### src/rtl/decode_stage.sv
// rtl/decode_stage.sv - RV32I decode stage: 32x32 register file, OP/OP-IMM/LUI decode, valid/ready output register.
// Optional macro REGFILE_BYPASS_EN forwards a same-cycle writeback into the operand read.
module decode_stage (
    input  logic        clk,
    input  logic        rst_n,
    input  logic        in_valid,
    output logic        in_ready,
    input  logic [31:0] in_instr,
    input  logic        wb_we,
    input  logic [4:0]  wb_rd,
    input  logic [31:0] wb_data,
    output logic        out_valid,
    input  logic        out_ready,
    output logic [3:0]  out_alu_op,
    output logic [31:0] out_in1,
    output logic [31:0] out_in2,
    output logic [4:0]  out_rd,
    output logic        out_rd_we,
    output logic        out_illegal
);

    localparam logic [6:0] OPC_OP     = 7'b0110011;
    localparam logic [6:0] OPC_OP_IMM = 7'b0010011;
    localparam logic [6:0] OPC_LUI    = 7'b0110111;

    logic [31:0] rf [0:31];

    logic [6:0]  opcode;
    logic [4:0]  rd;
    logic [2:0]  funct3;
    logic [4:0]  rs1;
    logic [4:0]  rs2;
    logic [6:0]  funct7;
    logic [31:0] rs1_val;
    logic [31:0] rs2_val;
    logic        accept;

    logic [3:0]  d_alu_op;
    logic [31:0] d_in1;
    logic [31:0] d_in2;
    logic        d_rd_we;
    logic        d_illegal;

    assign opcode = in_instr[6:0];
    assign rd     = in_instr[11:7];
    assign funct3 = in_instr[14:12];
    assign rs1    = in_instr[19:15];
    assign rs2    = in_instr[24:20];
    assign funct7 = in_instr[31:25];

    assign in_ready = !out_valid || out_ready;
    assign accept   = in_valid && in_ready;

    always_comb begin
        rs1_val = (rs1 == 5'd0) ? 32'd0 : rf[rs1];
        rs2_val = (rs2 == 5'd0) ? 32'd0 : rf[rs2];
`ifdef REGFILE_BYPASS_EN
        if (wb_we && (wb_rd != 5'd0) && (wb_rd == rs1)) rs1_val = wb_data;
        if (wb_we && (wb_rd != 5'd0) && (wb_rd == rs2)) rs2_val = wb_data;
`endif
    end

    always_comb begin
        d_alu_op  = 4'b0000;
        d_in1     = 32'd0;
        d_in2     = 32'd0;
        d_rd_we   = 1'b0;
        d_illegal = 1'b1;
        case (opcode)
            OPC_OP: begin
                if ((funct7 == 7'b0000000) ||
                    ((funct7 == 7'b0100000) && ((funct3 == 3'b000) || (funct3 == 3'b101)))) begin
                    d_illegal = 1'b0;
                    d_alu_op  = {funct7[5], funct3};
                    d_in1     = rs1_val;
                    d_in2     = rs2_val;
                    d_rd_we   = 1'b1;
                end
            end
            OPC_OP_IMM: begin
                // Shifts pass only the shamt field so the funct7 bits never reach the ALU.
                if (funct3 == 3'b001) begin
                    if (funct7 == 7'b0000000) begin
                        d_illegal = 1'b0;
                        d_alu_op  = 4'b0001;
                        d_in1     = rs1_val;
                        d_in2     = {27'd0, in_instr[24:20]};
                        d_rd_we   = 1'b1;
                    end
                end else if (funct3 == 3'b101) begin
                    if ((funct7 == 7'b0000000) || (funct7 == 7'b0100000)) begin
                        d_illegal = 1'b0;
                        d_alu_op  = {in_instr[30], 3'b101};
                        d_in1     = rs1_val;
                        d_in2     = {27'd0, in_instr[24:20]};
                        d_rd_we   = 1'b1;
                    end
                end else begin
                    d_illegal = 1'b0;
                    d_alu_op  = {1'b0, funct3};
                    d_in1     = rs1_val;
                    d_in2     = {{20{in_instr[31]}}, in_instr[31:20]};
                    d_rd_we   = 1'b1;
                end
            end
            OPC_LUI: begin
                d_illegal = 1'b0;
                d_in2     = {in_instr[31:12], 12'h000};
                d_rd_we   = 1'b1;
            end
            default: begin
                d_illegal = 1'b1;
            end
        endcase
        if (rd == 5'd0) d_rd_we = 1'b0;
    end

    always_ff @(posedge clk or negedge rst_n) begin
        if (!rst_n) begin
            for (int i = 0; i < 32; i++) rf[i] <= 32'd0;
        end else if (wb_we && (wb_rd != 5'd0)) begin
            rf[wb_rd] <= wb_data;
        end
    end

    always_ff @(posedge clk or negedge rst_n) begin
        if (!rst_n) begin
            out_valid   <= 1'b0;
            out_alu_op  <= 4'd0;
            out_in1     <= 32'd0;
            out_in2     <= 32'd0;
            out_rd      <= 5'd0;
            out_rd_we   <= 1'b0;
            out_illegal <= 1'b0;
        end else if (accept) begin
            out_valid   <= 1'b1;
            out_alu_op  <= d_alu_op;
            out_in1     <= d_in1;
            out_in2     <= d_in2;
            out_rd      <= rd;
            out_rd_we   <= d_rd_we;
            out_illegal <= d_illegal;
        end else if (out_ready) begin
            out_valid   <= 1'b0;
        end
    end

endmodule

### config.mk
export PLATFORM = sky130hd
export DESIGN_NAME = decode_stage
export DESIGN_NICKNAME = d
export VERILOG_FILES = /design/src/rtl/decode_stage.sv
export SDC_FILE = /design/constraint.sdc
export NUM_CORES = 2
export LEC_CHECK = 0
export BUFFER_PORTS_ARGS = -buffer_cell sky130_fd_sc_hd__buf_2
export CORE_MARGIN = 10
export CORE_UTILIZATION = 50
export CTS_CLUSTER_DIAMETER = 50
export CTS_CLUSTER_SIZE = 20
export DETAILED_ROUTE_END_ITERATION = 16
export GPL_TIMING_DRIVEN = 0
export PLACE_DENSITY = 0.67
export SYNTH_ARGS = -nofsm -noshare
export SYNTH_HDL_FRONTEND = slang
export SYNTH_SLANG_ARGS = --single-unit
### constraint.sdc
create_clock -name clk -period 3.2 [get_ports clk]
set_input_delay 0.48 -clock clk [delete_from_list [all_inputs] [get_ports clk]]
set_output_delay 0.48 -clock clk [all_outputs]
set_load 0.02 [all_outputs]
# Word level (Yosys, flattened, before mapping)
# Cells that the tools add are included.
totals:
  ramBits: 0
  mem_count: 0
  wordCells: 112
  mem_bits_ro: 0
  input_bits: 74
  latch_bits: 0
  output_inout_bits: 77
  ff_bits: 1100
classes:
  n_eq_ne: 6
  reduce_logical: 16
  n_lt_le_gt_ge: 4
  div_mod_pow: 0
  mux: 44
  shift: 0
  n_addsub: 0
  bitwise: 3
  mul: 0
ops:
  columns: ["op", "count"]
  rows:
  - ["$bwmux 1024", 1]
  - ["$mux 32", 15]
  - ["$bmux 32 s5", 2]
  - ["$demux 32 s5", 1]
  - ["$pmux 32 s3", 1]
  - ["$pmux 32 s2", 1]
  - ["$eq 7x6->1 const B", 3]
  - ["$ge 6x6->1 const B", 3]
  - ["$not 5->6", 3]
  - ["$mux 4", 4]
  - ["$logic_not 5->1", 3]
  - ["$mux 1", 14]
  - ["$mux 5", 2]
  - ["$pmux 4 s2", 1]
  - ["$eq 7x5->1 const B", 1]
  - ["$logic_not 7->1", 1]
  - ["$lt 6x1->1 const B", 1]
  - ["$pmux 1 s3", 2]
  - ["$reduce_bool 5->1", 1]
  - ["$logic_and 1x1->1", 4]
  - ["$logic_or 1x1->1", 4]
  - ["$eq 3x1->1 const B", 1]
  - ["$eq 3x3->1 const B", 1]
  - ["$logic_not 3->1", 1]
  - ["2 further kinds", 2]

# Longest topological paths before layout
logic_depth:
  word_depth: 9
  mapped_depth: 9
  mapped_depth_nobuf: 5

# Worst setup path before layout
# Ideal clock, no wire load.
synth_timing:
  path_type: "input-to-reg"
  from: "in in_instr[15]"
  to: "reg out_in1[21]"
  path_slack_ns: 0.896
  setup_ns: 0.130
  cell_stages: 9
  required_ns: 3.070
  arrival_time_ns: 2.174
  cell_sequence: "buf_2 -> buf_2 -> buf_4 -> buf_2 -> mux4_2 -> mux2i_1 -> o22ai_1 -> a21oi_1 -> o21ai_1"
synth_between:
  elab_chain_cells: 9
synth_rtl:
  columns: ["item", "line", "rtl"]
  rows:
  - ["start: declaration", "8", "input logic [31:0] in_instr,"]
  - ["$not 5->6 (implied by the code)", "55", "rs1_val = (rs1 == 5'd0) ? 32'd0 : rf[rs1];"]
  - ["$bmux 32 s5", "55", null]
  - ["$mux 32 (implied by the code) (2 in series)", "55", null]
  - ["$mux 32 *", "55", null]
  - ["$mux 32", "91", "if ((funct7 == 7'b0000000) || (funct7 == 7'b0100000)) begin"]
  - ["$mux 32", "90", "end else if (funct3 == 3'b101) begin"]
  - ["$mux 32", "82", "if (funct3 == 3'b001) begin"]
  - ["$pmux 32 s2 *", "69", "case (opcode)"]
  - ["end signal: assignment", "138", "out_in1 <= d_in1;"]
  - ["end: declaration", "15", "output logic [31:0] out_in1,"]
# Mark *: on every way between the ends. The rest lies on a longest branch, timed or not. The select of a mux whose other input is x is not followed.
# A chain may end at the register's enable or synchronous reset.

# Worst setup path in the final report
layout_timing:
  from: "in in_instr[17]"
  to: "reg out_in1[14]"
# Same word-level chain as after synthesis.

==> summary.md <==
| Metric | Value |
|---|---|
| Status | complete, but fails checks |
| Failing checks | capacitance limit, slew limit, setup timing |
| Hold Crit Class | primary input to flop |
| Hold Slack | 0.0785 ns |
| Crit-path cells | buf_2 -> buf_2 -> clkdlybuf4s15_1 -> nand2_1 -> clkbuf_1 -> o22ai_1 -> a221oi_1 -> o21ai_0 |
| Setup crit end kind | flop |
| Synth Area in Compound Gates | 2.51% |
| Global-route wire length before repair | 297,000 microns |
| Hold Fails Final Rpt | 0 |
| Die Wd | 359 microns |
| YS warnings | 0 |
| Grt total ovfl | 0 |
| Port bufs | 142 |
| Synth async-reset ratio | 100% |
| Arrival time at the worst endpoint | 4.00 ns |
| DRC errors left | 0 |
| Placed cells | 5,329 |
| Cell Area, Synth | 0.0574 sq mm |
| CTS root buf | clkbuf_16 |
| CP top delay family | buffers and inverters |
| Post-synth top flop | dfrtp_1 |
| Yosys cell types | 55 |
| Worst-path clk slew | 0.07 ns |
| Max cap viols | 5 |
| DP Wirelength | 152,000 microns |
| Mean post-synth cell area | 15.7 sq um |
| XOR/XNOR Fraction of Synth Area | 0.0153% |
| Initial antenna violation count | 14 |
| Max FO, Critical Path | 10 |
| Combinational family with the most area after synthesis | multiplexers |
| Fin cells | 5,588 |
| Post-DRT Antenna Nets | 0 |
| Largest net degree at the start of global routing | 156 |
| Tmin final | 3.34 ns |
| Final Routed Wirelength | 211,000 microns |
| Multi-input logic area | 0.0280 sq mm |
| Placer Congestion | 0.996 |
| Layout cell share with drive strength beyond 1 | 52.1% |
| All-Layer GR Usage | 32.2% |
| CTS tree | done |
| Commonest non-fill, non-tap cell in the layout | dfrtp_1 |
| Vias in the first global route | 38,200 |
| Crit path launch type | primary input |
| Commonest non-fill, non-tap cells in the layout | dfrtp_1, mux2_2, mux4_2 |
| Final core utilization | 57.0% |
| Post-synth EDFFs | 0 |
| Longest Clk Path Bufs | 3 |
| Post-synthesis sequential area ratio | 48.0% |
| Pleak | 28.1 nW |
| Site Rows | 124 |
| Max Freq | 299 MHz |
| Fraction of synthesized area in multiplexers | 44.1% |
| Slowest stage cell, crit path | clkdlybuf4s15_1 |
| Die area | 0.129 sq mm |
| Worst path required time | 3.86 ns |
| DR vias/cell | 6.93 |
| Delay of the slowest critical-path stage | 0.94 ns |
| Adder-Cell Fraction of Synth Area | 0% |
| Max-slew headroom | -6.40% |
| Syn Nets | 3,741 |
| Post-synthesis cell count | 3,667 |
| Overall power | 43.0 mW |
| Placed Area | 0.0602 sq mm |
| Slew Viols, Final | 54 |
| Synth Area in Simple Gates | 2.12% |
| DR iter-0 viols | 5,639 |
| Setup TNS | -0.525 ns |
| Drt pass-1 iters | 6 |
| Final Cycle Share | 104% |
| Pwr Density | 661 mW/mm^2 |
| Number of placed I/O pins | 151 |
| Area growth, synth to finish | 13.3% |
| Sink Count | 1,100 |
| Initial core utilization | 50.3% |
| WS Path Type | primary input to flop |
| Post-place setup slack | -1.41 ns |
| Least-Margin Pin Slew | 1.60 ns |
| Worst Skew | 0.0258 ns |
| Clk_lat worst skew | 0.75 ns |
| Core area | 0.114 sq mm |
| WL/cell | 37.7 microns |
| Crit-path most repeated cell | buf_2 |
| Filler Cells Inserted | 9,168 |
| Fin worst setup slack | -0.142 ns |
| Total CTS buffers | 132 |
| VDD IR max | 511 uV |
| Flops & latches, synth | 1,100 |
| Design Area, Final | 0.0650 sq mm |
| H-tree depth | 4 |
| Register area | 0.0275 sq mm |
| Final net count | 4,032 |
| Setup Fix Bufs, Post-CTS | 0 |
| WP buf/inv | 4 |
| Vias | 38,700 |
| Die Y | 359 microns |
| Endpoints failing setup | 8 |
## path summary, 6_finish.rpt
kind	startpoint	to	slack, ns	depth (start not counted)
worst max-delay path	in_instr[17]	out_in1[14]	-0.14	8
worst min-delay path	wb_data[25]	rf[25]	0.08	2
worst max register to register	out_valid	out_in2[2]	0.31	7
worst min register to register	out_in1[22]	out_in1[22]	0.47	2
max in group asynchronous	rst_n	rf[258]	0.92	4
min in group asynchronous	rst_n	rf[183]	0.36	2
## flip-flops by register name (all words and copies together) (netlist names)
signal,flops
out_in1,32
out_illegal,1
out_in2,32
out_rd_we,1
rf,1024
out_alu_op,4
out_rd,5
out_valid,1
## Yosys cell counts, types with 4 or more instances
| library cell | instances | share of area [%] |
|---|---|---|
| o21ai_1 | 15 | 0.13 |
| and2_1 | 35 | 0.38 |
| mux4_2 | 573 | 22 |
| nor2b_1 | 9 | 0.098 |
| o211ai_1 | 16 | 0.21 |
| nand4b_1 | 8 | 0.12 |
| nand2b_1 | 9 | 0.098 |
| and3_1 | 9 | 0.098 |
| nand2_1 | 76 | 0.50 |
| dfrtp_1 | 1100 | 48 |
| a41oi_1 | 16 | 0.24 |
| nand4_1 | 9 | 0.098 |
| a221o_1 | 4 | 0.070 |
| nor3b_1 | 6 | 0.078 |
| a22oi_1 | 5 | 0.065 |
| o21ai_0 | 52 | 0.45 |
| buf_6 | 4 | 0.078 |
| o221ai_1 | 7 | 0.11 |
| clkbuf_1 | 235 | 1.5 |
| inv_1 | 26 | 0.17 |
| a221oi_1 | 23 | 0.35 |
| nor2_1 | 32 | 0.21 |
| nand3_1 | 12 | 0.10 |
| o31ai_1 | 5 | 0.065 |
| a21oi_1 | 18 | 0.16 |
| buf_2 | 85 | 0.74 |
| buf_1 | 62 | 0.41 |
| buf_4 | 26 | 0.34 |
| mux2_2 | 1037 | 20 |
| a32oi_1 | 4 | 0.061 |
| o22ai_1 | 34 | 0.37 |
| a211oi_1 | 4 | 0.052 |
| mux2i_1 | 75 | 1.3 |
## metal layers
layer  track usage, %  share of wire [%]  vias to the layer above
li1                 -                  -                    14800
met1             43.7                 39                    21100
met2             46.3                 44                     2364
met3             12.1                 13                      461
met4             13.7                4.5                       10
met5                0              0.032                        -
## power breakdown
group	internal, mW	total [mW]	switching, mW
clock network	9.70	16.1	6.43
logic	4.81	8.59	3.79
registers	16.4	18.2	1.85
## timing repair
item	CTS	global route
setup endpoints to repair	10	5
endpoints found under the hold margin	123	0
pin swaps	0	0
gates cloned	0	0
hold buffers	6	0
resized for setup	7	7
## kinds of logic after synthesis
| group | count (synthesis) |
|---|---|
| multiplexers | 1685 |
| flip-flops | 1100 |
| buffers and inverters | 439 |
| AND/OR/NAND/NOR | 227 |
| AO/OA/AOI/OAI | 215 |
| XOR/XNOR | 1 |
## area by class of cell
type | instances | area share [%]
Clock buffer | 166 | 5.72
Clock inverter | 73 | 1.43
Buffer | 412 | 2.79
Tap cell | 1512 | 2.91
Multi-Input combinational cell | 2128 | 43.1
Antenna cell | 13 | 0.0500
Inverter | 27 | 0.156
Sequential cell | 1100 | 42.3
Timing Repair Buffer | 157 | 1.57
No activity file was read; power rests on OpenSTA's default activity.
